### config.mk
export PLATFORM = sky130hd
export DESIGN_NAME = frame_mem_arbiter
export DESIGN_NICKNAME = d
export VERILOG_FILES = /design/src/rtl/frame_mem_arbiter.sv
export SDC_FILE = /design/constraint.sdc
export NUM_CORES = 1
export LEC_CHECK = 0
export ABC_CLOCK_PERIOD_IN_PS = 1540
export CORE_MARGIN = 1.5
export CORE_UTILIZATION = 43
export DETAILED_ROUTE_END_ITERATION = 12
export PLACE_DENSITY = 0.84
export SKIP_LAST_GASP = 1
export SLEW_MARGIN = 20
export SYNTH_ARGS = -nofsm -noshare
export SYNTH_HDL_FRONTEND = slang
export SYNTH_SLANG_ARGS = --single-unit
### constraint.sdc
create_clock -name clock -period 1.54 [get_ports clock]
set_input_delay 0.308 -clock clock [delete_from_list [all_inputs] [get_ports clock]]
set_output_delay 0.308 -clock clock [all_outputs]
set_load 0.05 [all_outputs]
### src/rtl/frame_mem_arbiter.sv
// Two-requester burst arbiter for the frame memory command port.
// Display reads win by default; a starvation counter forces writes through.
module frame_mem_arbiter #(
  parameter int ADDR_WIDTH     = 22,
  parameter int BURST_LEN      = 16,
  parameter int BEAT_CNT_WIDTH = 5,
  parameter int WR_MAX_WAIT    = 64,
  parameter int WAIT_CNT_WIDTH = 7
) (
  input  logic                  clock,
  input  logic                  reset,
  input  logic                  rd_req,
  input  logic [ADDR_WIDTH-1:0] rd_addr,
  output logic                  rd_gnt,
  output logic                  rd_done,
  input  logic                  wr_req,
  input  logic [ADDR_WIDTH-1:0] wr_addr,
  output logic                  wr_gnt,
  output logic                  wr_done,
  output logic                  mem_cmd_valid,
  input  logic                  mem_cmd_ready,
  output logic                  mem_cmd_we,
  output logic [ADDR_WIDTH-1:0] mem_cmd_addr,
  input  logic                  mem_beat,
  output logic                  busy,
  output logic                  owner
);

  typedef enum logic [1:0] {
    IDLE,
    ISSUE,
    BURST,
    DONE
  } state_e;

  localparam logic [BEAT_CNT_WIDTH-1:0] LAST_BEAT =
    BEAT_CNT_WIDTH'(BURST_LEN - 1);
  localparam logic [WAIT_CNT_WIDTH-1:0] WAIT_MAX =
    WAIT_CNT_WIDTH'(WR_MAX_WAIT);

  state_e                    state_q, state_d;
  logic [BEAT_CNT_WIDTH-1:0] beat_q, beat_d;
  logic [WAIT_CNT_WIDTH-1:0] wait_q, wait_d;
  logic [ADDR_WIDTH-1:0]     addr_q, addr_d;
  logic                      rd_gnt_q, rd_gnt_d;
  logic                      wr_gnt_q, wr_gnt_d;
  logic                      we_q, we_d;
  logic                      owner_q, owner_d;
  logic                      grant_rd, grant_wr;
  logic                      wr_starved;

  always_comb begin
    state_d    = state_q;
    beat_d     = beat_q;
    wait_d     = wait_q;
    addr_d     = addr_q;
    rd_gnt_d   = 1'b0;
    wr_gnt_d   = 1'b0;
    we_d       = we_q;
    owner_d    = owner_q;
    grant_rd   = 1'b0;
    grant_wr   = 1'b0;
    wr_starved = (wait_q >= WAIT_MAX);

    unique case (state_q)
      IDLE: begin
        if (wr_req && wr_starved) begin
          grant_wr = 1'b1;
        end else if (rd_req) begin
          grant_rd = 1'b1;
        end else if (wr_req) begin
          grant_wr = 1'b1;
        end
        if (grant_rd || grant_wr) begin
          state_d  = ISSUE;
          rd_gnt_d = grant_rd;
          wr_gnt_d = grant_wr;
          we_d     = grant_wr;
          owner_d  = grant_wr;
          addr_d   = grant_wr ? wr_addr : rd_addr;
        end
      end
      ISSUE: begin
        if (mem_cmd_ready) begin
          beat_d  = '0;
          state_d = BURST;
        end
      end
      BURST: begin
        if (mem_beat) begin
          beat_d = beat_q + BEAT_CNT_WIDTH'(1);
          if (beat_q == LAST_BEAT) begin
            state_d = DONE;
          end
        end
      end
      DONE: begin
        state_d = IDLE;
      end
      default: begin
        state_d = IDLE;
      end
    endcase

    // The gnt cycle still sees wr_req high, so it must not count as waiting.
    if (!wr_req || grant_wr || wr_gnt_q) begin
      wait_d = '0;
    end else if (!wr_starved) begin
      wait_d = wait_q + WAIT_CNT_WIDTH'(1);
    end
  end

  always_ff @(posedge clock) begin
    if (reset) begin
      state_q  <= IDLE;
      beat_q   <= '0;
      wait_q   <= '0;
      addr_q   <= '0;
      rd_gnt_q <= 1'b0;
      wr_gnt_q <= 1'b0;
      we_q     <= 1'b0;
      owner_q  <= 1'b0;
    end else begin
      state_q  <= state_d;
      beat_q   <= beat_d;
      wait_q   <= wait_d;
      addr_q   <= addr_d;
      rd_gnt_q <= rd_gnt_d;
      wr_gnt_q <= wr_gnt_d;
      we_q     <= we_d;
      owner_q  <= owner_d;
    end
  end

  assign rd_gnt        = rd_gnt_q;
  assign wr_gnt        = wr_gnt_q;
  assign mem_cmd_valid = (state_q == ISSUE);
  assign mem_cmd_we    = we_q;
  assign mem_cmd_addr  = addr_q;
  assign rd_done       = (state_q == DONE) && !owner_q;
  assign wr_done       = (state_q == DONE) && owner_q;
  assign busy          = (state_q != IDLE);
  assign owner         = owner_q;

endmodule

# --- Word-level counts from Yosys, hierarchy flattened ---
# Index checks and enable logic that the tools add are counted.
totals:
  reg_bits: 39
  wordCells: 53
  out_inout_bits: 30
  in_bits: 50
op_classes:
  magnitude_cmp: 1
  n_reduce_logical: 16
  bitwise_logic: 2
  n_mux: 17
  eq_ne: 8
  add_sub_neg: 2
op_table:
  columns: ["cell", "count"]
  rows:
  - ["22-bit 2-to-1 mux", 1]
  - ["5-bit 2-to-1 mux", 2]
  - ["5-bit one-hot mux with 2 select lines", 1]
  - ["1-bit 2-to-1 mux", 8]
  - ["2-bit 2-to-1 mux", 4]
  - ["2-bit one-hot mux with 4 select lines", 1]
  - ["7-bit by 1-bit adder with 7-bit output, second input constant", 1]
  - ["7-bit greater-or-equal comparator, second input constant", 1]
  - ["2-bit inequality test, second input constant", 3]
  - ["5-bit by 1-bit adder with 5-bit output, second input constant", 1]
  - ["5-bit by 4-bit equality test with 1-bit output, second input constant", 1]
  - ["2-bit equality test, second input constant", 2]
  - ["4-bit AND reduction", 1]
  - ["2-bit nonzero test", 2]
  - ["1-bit logical AND", 3]
  - ["1-bit logical OR", 3]
  - ["3-bit AND reduction", 1]
  - ["3-bit OR reduction", 1]
  - ["2-bit by 1-bit equality test with 1-bit output, second input constant", 1]
  - ["1-bit zero test", 2]
  - ["2-bit zero test", 1]
  - ["2-bit by 1-bit inequality test with 1-bit output, second input constant", 1]
  - ["1-bit NOT", 2]
  - ["2-bit AND reduction", 1]
  - ["2-bit OR reduction", 1]

# --- Longest topological paths before layout ---
# Gate-level depths: netlist of run 1.
logic_depth:
  ltp_word: 8
  ltp_mapped: 7

# --- Worst setup path after synthesis of run 1 ---
# OpenSTA, ideal clock, no wires.
synth_timing:
  path_type: "flip-flop to flip-flop"
  start: "register state_q[1]"
  end: "register state_q[0]"
  path_stages_with_launch: 6
  t_required_ns: 1.454
  t_arrival_ns: 1.545
  setup_slack_ns: -0.091
  path_cell_list: "dfxtp_1 -> inv_1 -> ha_1 -> nor2b_1 -> a221o_1 -> a211oi_1"
synth_via:
  elab_chain_cells: 3
  word_cells_on_any_way: 10
  cone_classes: "eq/ne (7); mux (1); reduce/logical (2)"
synth_lines:
  columns: ["element", "line", "text"]
  rows:
  - ["from (decl)", "41", "state_e state_q, state_d;"]
  - ["from (signal assigned)", "124", "state_q <= state_d;"]
  - ["2-bit by 1-bit equality test with 1-bit output *", null, null]
  - ["via mem_cmd_valid", "20", "output logic mem_cmd_valid,"]
  - ["2-bit by 1-bit inequality test with 1-bit output (no source line)", null, null]
  - ["4-bit AND reduction (no source line)", null, null]
# The timed path passes the listed nets; every way through them passes the cells marked *.
# A chain may end at the register's enable or synchronous reset.

# --- Final worst setup path of run 1 ---
layout_timing:
  start: "register state_q[0]"
  end: "output port rd_done"
layout_via:
  elab_chain_cells: 2
layout_lines:
  columns: ["element", "line", "text"]
  rows:
  - ["2-bit equality test", "140", "assign rd_done = (state_q == DONE) && !owner_q;"]
  - ["1-bit logical AND", "140", null]
  - ["to (decl)", "15", "output logic rd_done,"]
# No other way between the ends.

==> summary.txt, run 1 <==
Final hold viol count = 0
Initial antenna violation count = 0
# IOs = 80
CTS H-Tree Depth = 2
Slew Viols, Final = 0
DP Area = 2950 um2
Avg WL per Cell = 16.5 um
TritonCTS clock tree = done
Area contributors post-synth = dfxtp_1 40%, a311oi_1 11%, nor2_1 6.0%, nand3_1 6.0%, ha_1 5.8%
Port buffer count = 79
Die height = 70.0 um
Fillers = 325
Post-synth top area cell = dfxtp_1
HP Class = register to register
Syn-to-layout area delta = 63.0%
First-pass GRT wire length = 8710 um
Initial Utilization = 44.7%
Nets = 368
Fin crit share = 99.9%
Fraction of registers with async set/reset = 0%
Max-cap check violation count = 0
Final instance area = 3150 um2
Skew final = 0.00238 ns
GR Overflow Total = 0
Register Area = 787 um2
Sequential fraction of the synthesis area = 40.4%
Critical path startpoint category = register
Die width = 70.0 um
Number of diodes = 0
Outcome = completed
Leakage = 1.21 nW
Clock transition at the registers of the reported paths = 0.07 ns
EDFF count, synth = 0
Number of global-route vias before repair = 1917
Detailed Route Iter0 Violations = 194
Syn_area_per_cell = 8.59 um2
TritonRoute pass-1 iters = 4
Multi-input logic area = 1060 um2
Max clock buf depth = 2
Distinct cell type count after synthesis = 35
Tightest Pin Transition = 0.374 ns
Core area = 4320 um2
Worst vdd ir = 1.07 mV
Worst-path fanout max = 3
Clock Latency Late Sink = 0.29 ns
Number of synthesized register bits = 39
Sink Count = 39
CTS buffer count = 5
Synth top area share = 40.4%
Critical path arrival = 1.23 ns
Largest net degree at the start of global routing = 45
Count leader, synth = dfxtp_1
Final Util = 72.8%
WHS = 0.476 ns
Synth warn = 0
Power per cell area = 1670 nW/um2
Critical path class = register to output port
Synth Net Count = 284
Total power = 5.26 mW
Tmin final = 1.54 ns
Slew margin rel. = 74.4%
Total Wirelength = 5980 um
Hpwl dp = 3860 um
Setup TNS = 0 ns
Syn Std Cell Area = 1930 um2
Share of cells above drive strength 1 = 23.5%
Post-synth top cells = 39 x dfxtp_1, 31 x nor2_1, 24 x a311oi_1
Total global-route track usage = 22.2%
Via count = 2047
Post-Syn Instances = 225
RSZ-0062 raised after global routing = true
DR vias/cell = 5.65
DRT antenna net count = 0
Req. time, crit path = 1.23 ns
DRC Markers = 0
GP Congestion = 0.805
Num rows = 24
Crit path capture type = output port
Max Freq = 0.650 GHz
Die area = 4900 um2
Setup violators final = 0
Root Driver = clkbuf_8
Dominant synthesized flop cell = dfxtp_1
[cell families (layout without fill, tap and decap cells)]
family / after synthesis / count (layout) / synth area share [%]
simple gates: 77 / 77 / 20.1
compound gates: 65 / 65 / 23.0
mux: 3 / 3 / 1.55
buf+inv: 28 / 113 / 7.32
flops: 39 / 39 / 40.4
xor+xnor: 4 / 4 / 1.81
fa+ha+maj: 9 / 9 / 5.83
[critical path, cell delays in order (launching register included)]
cell     delay (ns)
dfxtp_1        0.41
ha_1           0.19
nor2b_2        0.19
buf_12         0.15
[area by class of cell]
type | instances | share of cell area [%]
clock buffers | 6 | 2.62
flip-flops and latches | 39 | 25.0
clock inverters | 2 | 1.11
well taps | 52 | 2.07
repair buffers | 98 | 34.6
multi-input cells | 158 | 33.6
inverters | 7 | 1.03
[cells in the final DEF, fill, tap and decap left out, types with 3 or more instances in the layout]
master and count:
xor2_1 3, buf_4 31, nand3_1 23, mux2i_1 3, a21oi_1 5, nor2_1 31
inv_1 4, and3_1 3, buf_12 17, clkdlybuf4s50_1 49, nand4b_1 3, clkbuf_8 6
ha_1 5, o21ai_0 7, a311oi_1 22, nand2b_1 5, o21ai_1 19, dfxtp_1 36
[worst paths after layout]
kind | endpoint | cells after the start | from | slack, ns
setup / recovery | rd_done | 3 | state_q[0] | 0.001
hold / removal | beat_q[4] | 2 | beat_q[4] | 0.48
setup reg to reg | beat_q[0] | 5 | state_q[0] | 0.01
hold reg to reg | beat_q[4] | 2 | beat_q[4] | 0.48
[routing by layer]
metal	vias to the layer above	wire (um)	global-route usage (%)	part of all wire [%]
li1	994	-	-	-
met1	942	2350	25.2	39
met2	97	3090	38.8	52
met3	14	390	6.06	6.5
met4	0	151	9.83	2.5
met5	-	0	0	0
[state kept, by name, summed over array words and instances (netlist names)]
name,count
wr_gnt,1
mem_cmd_addr,22
wait_q,7
state_q,2
rd_gnt,1
beat_q,5
owner,1
[power breakdown]
group	switching, mW	internal [mW]	total (mW)
Clock	0.361	0.524	0.885
Combinational	1.69	1.20	2.88
Sequential	0.216	1.28	1.49
[what timing repair did]
action	in CTS	in global routing
hold buffers	0	0
pin swaps	0	3
endpoints found under the setup margin	9	13
endpoints found under the hold margin	0	0
cloned	0	1
gates resized for setup	3	10
setup buffers	1	1
[metrics by stage]
step,setup slack (ns),instances
2_1_floorplan,0.0206,225
3_3_place_gp,-0.130,351
3_5_place_dp,-0.210,351
4_1_cts,0.00172,360
5_1_grt,-0.0649,362
6_report,0.00101,362
(Power assumes the default switching activity.)
==> inputs of run 2 (changes only) <==
Settings changed: CTS_CLUSTER_DIAMETER set to 50, MAX_ROUTING_LAYER set to met4, REMOVE_ABC_BUFFERS set to 1.
==> summary.txt, run 2 (synthesis results as in run 1) <==
Outcome = complete, but fails checks
Failing checks = negative setup slack
Slew Viols, Final = 0 (unchanged)
Critical path arrival = 1.28 ns (+0.05 ns)
Setup violators final = 1 (+1)
# IOs = 80 (unchanged)
Slew margin rel. = 69.8% (-4.6 points)
CTS buffer count = 5 (unchanged)
Bufs and invs on worst path = 3 (+2)
Max clock buf depth = 2 (unchanged)
Crit path capture type = output port
CTS H-Tree Depth = 2 (unchanged)
WHS = 0.476 ns (+0.000518 ns)
Fin crit share = 103% (+3.3 points)
Worst vdd ir = 0.803 mV (-25%)
Clock transition at the registers of the reported paths = 0.08 ns (about the same)
Setup crit end = busy
Max Freq = 0.629 GHz (-3.2%)
Hold-fix buffers, CTS = 0 (unchanged)
Met2 Use GR = 38.3% (-0.53 points)
Total Wirelength = 5520 um (-7.6%)
Critical path startpoint category = register
Worst-path fanout max = 5 (+2)
Fillers = 303 (-6.8%)
Final hold viol count = 0 (unchanged)
Leakage = 1.22 nW (+1.2%)
Die area = 4900 um2 (unchanged)
Port buffer count = 79 (unchanged)
Cells on worst reg2reg path = 5 (unchanged)
Max reg flops = 22 (unchanged)
Slowest stage delay, CP = 0.38 ns (-0.03 ns)
Core area = 4320 um2 (unchanged)
GR Overflow Total = 0 (unchanged)
Die width = 70.0 um (unchanged)
Non-filler cells, final = 366 (+1.1%)
Power per cell area = 1670 nW/um2 (about the same)
DR vias/cell = 5.60 (-0.90%)
Critical path class = register to output port
Number of global-route vias before repair = 2002 (+4.4%)
CP delay by family, top = flip-flops
CP Cell Sequence = clkinvlp_4 -> ha_4 -> inv_4 -> buf_12
R2r setup slk = 0 ns (about the same)
Number of diodes = 0 (unchanged)
Final instance area = 3160 um2 (+0.48%)
Die height = 70.0 um (unchanged)
RR Startpoint = state_q[0]
Levels on crit path = 4 (+1)
GP Congestion = 0.772 (-4.1%)
M1 GR Usage = 25.8% (+0.63 points)
Post-place setup slack = -0.176 ns (+0.0344 ns)
Skew final = 0.00708 ns (+0.00469 ns)
Largest net degree at the start of global routing = 33 (-27%)
CP Launch Point = state_q[0]
Max-cap check violation count = 0 (unchanged)
DRC Markers = 0 (unchanged)
Num rows = 24 (unchanged)
First-pass GRT wire length = 8730 um (+0.24%)
Syn-to-layout area delta = 63.8%
Total power = 5.29 mW (+0.54%)
Slowest-stage cell, CP = dfxtp_4
Most common cell after layout, fill and taps aside = clkdlybuf4s50_1
Hpwl dp = 3820 um (-0.93%)
Initial antenna violation count = 0 (unchanged)
RSZ-0062 raised after global routing = true
Tmin final = 1.59 ns (+0.0511 ns)
Via count = 2051 (+0.20%)
Share of cells above drive strength 1 = 25.2% (+1.6 points)
Avg WL per Cell = 15.1 um (-8.6%)
Req. time, crit path = 1.23 ns (about the same)
Met3 Use GR = 6.93% (+0.87 points)
Detailed Route Iter0 Violations = 130 (-33%)
TritonRoute pass-1 iters = 4 (unchanged)
Initial Utilization = 44.7% (unchanged)
Root Driver = clkbuf_8
Tightest Pin Transition = 0.451 ns (+0.0776 ns)
DP Area = 2930 um2 (-0.89%)
FF-to-FF End = state_q[0]
Placed Cells = 352 (+0.28%)
Nets = 372 (+1.1%)
HP Class = register to register
Most frequent cells in the layout = 49 x clkdlybuf4s50_1, 36 x buf_4, 34 x dfxtp_1
Total global-route track usage = 22.6% (+0.40 points)
TritonCTS clock tree = done
Fin worst setup slack = -0.0501 ns (-0.0511 ns)
DRT antenna net count = 0 (unchanged)
Gr busiest metal = met2
Sink Count = 39 (unchanged)
Clock Latency Late Sink = 0.30 ns (about the same)
run 2: cell types whose count changed in the layout (fill, tap and decap cells not counted), sizes merged:
cell,previous run,this run
clkbuf,7,6
buf,48,53
run 2: stage by stage:
stage	utilization [%]	TNS, ns
floorplan	-	-7.82
global placement	67.7	-2.89
detailed placement	67.7	-3.46
CTS	70.7	-0.0128
global route	73.2	-0.919
finish	73.2	-0.0501
run 2: how the worst min path moves through the flow:
stage               startpoint        end  slack, ns  cells past startpoint
floorplan                reset  beat_q[1]       0.38                      1
global placement     beat_q[3]  beat_q[3]       0.46                      1
detailed placement   beat_q[3]  beat_q[3]       0.46                      1
CTS                  beat_q[3]  beat_q[3]       0.48                      1
global route         beat_q[3]  beat_q[3]       0.50                      1
finish               beat_q[3]  beat_q[3]       0.48                      1
run 2: what timing repair did:
action	4_1_cts	5_1_grt
endpoints found under the setup margin	6	31
resized for setup	6	18
pin swaps	0	2
endpoints found under the hold margin	0	0
gates cloned	0	0
buffers inserted	1	5
run 2: power by group:
group	total, mW	switching [mW]	internal [mW]
clock	0.893	0.369	0.524
combinational	2.91	1.69	1.22
sequential	1.49	0.205	1.28
total	5.29	2.26	3.03
run 2: area by class of cell:
| class | count | area (um2) | area share, % |
|---|---|---|---|
| clock buffers | 6 | 82.6 | 2.61 |
| clock inverters | 2 | 35.0 | 1.11 |
| inverters | 7 | 32.5 | 1.03 |
| multi-input cells | 158 | 1070 | 33.7 |
| flip-flops and latches | 39 | 790 | 25.0 |
| well taps | 52 | 65.1 | 2.06 |
| repair buffers | 102 | 1090 | 34.5 |
run 2: metal layers:
metal  vias to the layer above  part of all wire [%]
met5                         -                     0
met2                        74                    50
met4                         0                   1.7
li1                       1002                     -
met1                       965                    43
met3                        10                   6.1
==> inputs of run 3 (changes only) <==
Settings changed: CORE_MARGIN 1.5 to not set.
==> summary.txt, run 3 (synthesis results as in run 1) <==
Root Driver = clkbuf_8
Final hold viol count = 0 (unchanged)
CTS H-Tree Depth = 2 (unchanged)
Nets = 368 (-1.1%)
Skew final = 0.00455 ns (-0.00253 ns)
Slew margin rel. = 75.1% (+5.3 points)
Setup violators final = 0 (-1)
Detailed Route Iter0 Violations = 106 (-18%)
Total Wirelength = 5370 um (-2.7%)
Syn-to-layout area delta = 63.8% (unchanged)
DRC Markers = 0 (unchanged)
DRT antenna net count = 0 (unchanged)
Fin worst setup slack = 0.0429 ns (+0.0929 ns)
Crit path capture type = output port
Worst min-delay path startpoint = rd_req
Cells on worst reg2reg path = 5 (unchanged)
Via count = 2012 (-1.9%)
Port buffer count = 79 (unchanged)
Number of global-route vias before repair = 1973 (-1.4%)
TritonRoute pass-1 iters = 4 (unchanged)
Hold-fix buffers, CTS = 0 (unchanged)
Max clock buf depth = 2 (unchanged)
Share of cells above drive strength 1 = 25.5% (+0.32 points)
Fin crit share = 97.2% (-6.0 points)
Slew Viols, Final = 0 (unchanged)
RSZ-0062 raised after global routing = true
CTS buffer count = 5 (unchanged)
Number of diodes = 0 (unchanged)
Tightest Pin Transition = 0.373 ns (-0.0782 ns)
Hold EP = rd_gnt
R2r setup slk = 0.05 ns (+0.05 ns)
Avg WL per Cell = 14.8 um (-1.7%)
Critical path startpoint category = register
Worst vdd ir = 0.767 mV (-4.5%)
Largest net degree at the start of global routing = 29 (-12%)
Max reg flops = 22 (unchanged)
Clock Latency Late Sink = 0.29 ns (about the same)
Die area = 4760 um2 (-2.8%)
Setup TNS = 0 ns (+0.0501 ns)
DR vias/cell = 5.56 (-0.82%)
Max Freq = 0.668 GHz (+6.2%)
# IOs = 80 (unchanged)
HP Class = input port to register
RR Startpoint = state_q[0]
Clock transition at the registers of the reported paths = 0.07 ns (about the same)
Most common cell after layout, fill and taps aside = clkdlybuf4s50_1
Initial antenna violation count = 0 (unchanged)
Power per cell area = 1610 nW/um2 (-3.9%)
Req. time, crit path = 1.23 ns (about the same)
Outcome = completed
Critical path class = register to output port
FF-to-FF End = beat_q[3]
Fillers = 327 (+7.9%)
Placed Cells = 353 (+0.28%)
Hold Path Depth = 3 (+2)
TritonCTS clock tree = done
Die width = 69.0 um (-1.4%)
Non-filler cells, final = 362 (-1.1%)
Most frequent cells in the layout = 48 x clkdlybuf4s50_1, 35 x dfxtp_1, 31 x nor2_1, 31 x buf_4, 24 x a311oi_1
Final Util = 73.2% (unchanged)
Critical path arrival = 1.19 ns (-0.09 ns)
GP Congestion = 0.836 (+8.3%)
First-pass GRT wire length = 9030 um (+3.4%)
Num rows = 24 (unchanged)
GR Overflow Total = 0 (unchanged)
Worst-path fanout max = 5 (unchanged)
Max-cap check violation count = 0 (unchanged)
Total global-route track usage = 23.6% (+1.0 points)
Initial Utilization = 44.7% (unchanged)
Sink Count = 39 (unchanged)
Core area = 4320 um2 (unchanged)
Leakage = 1.21 nW (-1.1%)
Post-place setup slack = -0.229 ns (-0.0536 ns)
Die height = 69.0 um (-1.4%)
Hpwl dp = 3790 um (-0.76%)
Tmin final = 1.50 ns (-0.0929 ns)
-- run 3: power breakdown --
group	switching [mW]	internal, mW
clock network	0.347	0.409
logic	1.66	1.18
registers	0.216	1.28
total	2.22	2.86
-- run 3: through the flow --
stage	hold slack (ns)	instance area [um2]	power, mW
after global placement	0.465	2950	4.13
final	0.400	3160	5.08
after CTS	0.477	3090	5.01
after detailed placement	0.467	2950	4.18
after floorplan	0.377	1820	2.98
after global routing	0.419	3160	5.34
-- run 3: worst max-delay path by stage --
stage	slack [ns]	endpoint	cells after the start	start
2_1_floorplan	-0.31	mem_cmd_addr[0]	5	state_q[0]
3_3_place_gp	-0.15	mem_cmd_addr[10]	5	rd_req
3_5_place_dp	-0.23	mem_cmd_addr[15]	5	wr_req
4_1_cts	-0.02	beat_q[3]	5	state_q[0]
5_1_grt	-0.02	beat_q[3]	5	state_q[0]
6_report	0.04	wr_done	2	owner
-- run 3: routing by layer --
layer	vias to the layer above	GRT usage [%]	part of all wire, %
met5	-	-	0
met4	0	8.39	1.7
met3	11	6.43	5.6
met2	68	37.6	49
met1	940	28.7	43
li1	993	-	-
-- run 3: worst max-delay path, stage by stage (launching register included) --
cell     delay, ns
dfxtp_1       0.54
and2_4        0.23
buf_12        0.13
-- run 3: area by class of cell --
class / count / area, um2 / share of cell area [%]
multi-input cells: 158 / 1110 / 35.0
repair buffers: 98 / 1080 / 34.0
well taps: 52 / 65.1 / 2.06
clock buffers: 8 / 100 / 3.16
flip-flops and latches: 39 / 786 / 24.8
inverters: 7 / 28.8 / 0.909
-- run 3: repair_timing --
action,CTS,global route
pin swaps,2,3
resized for setup,12,19
hold endpoints to repair,0,0
setup endpoints to repair,26,17
setup buffers,1,0
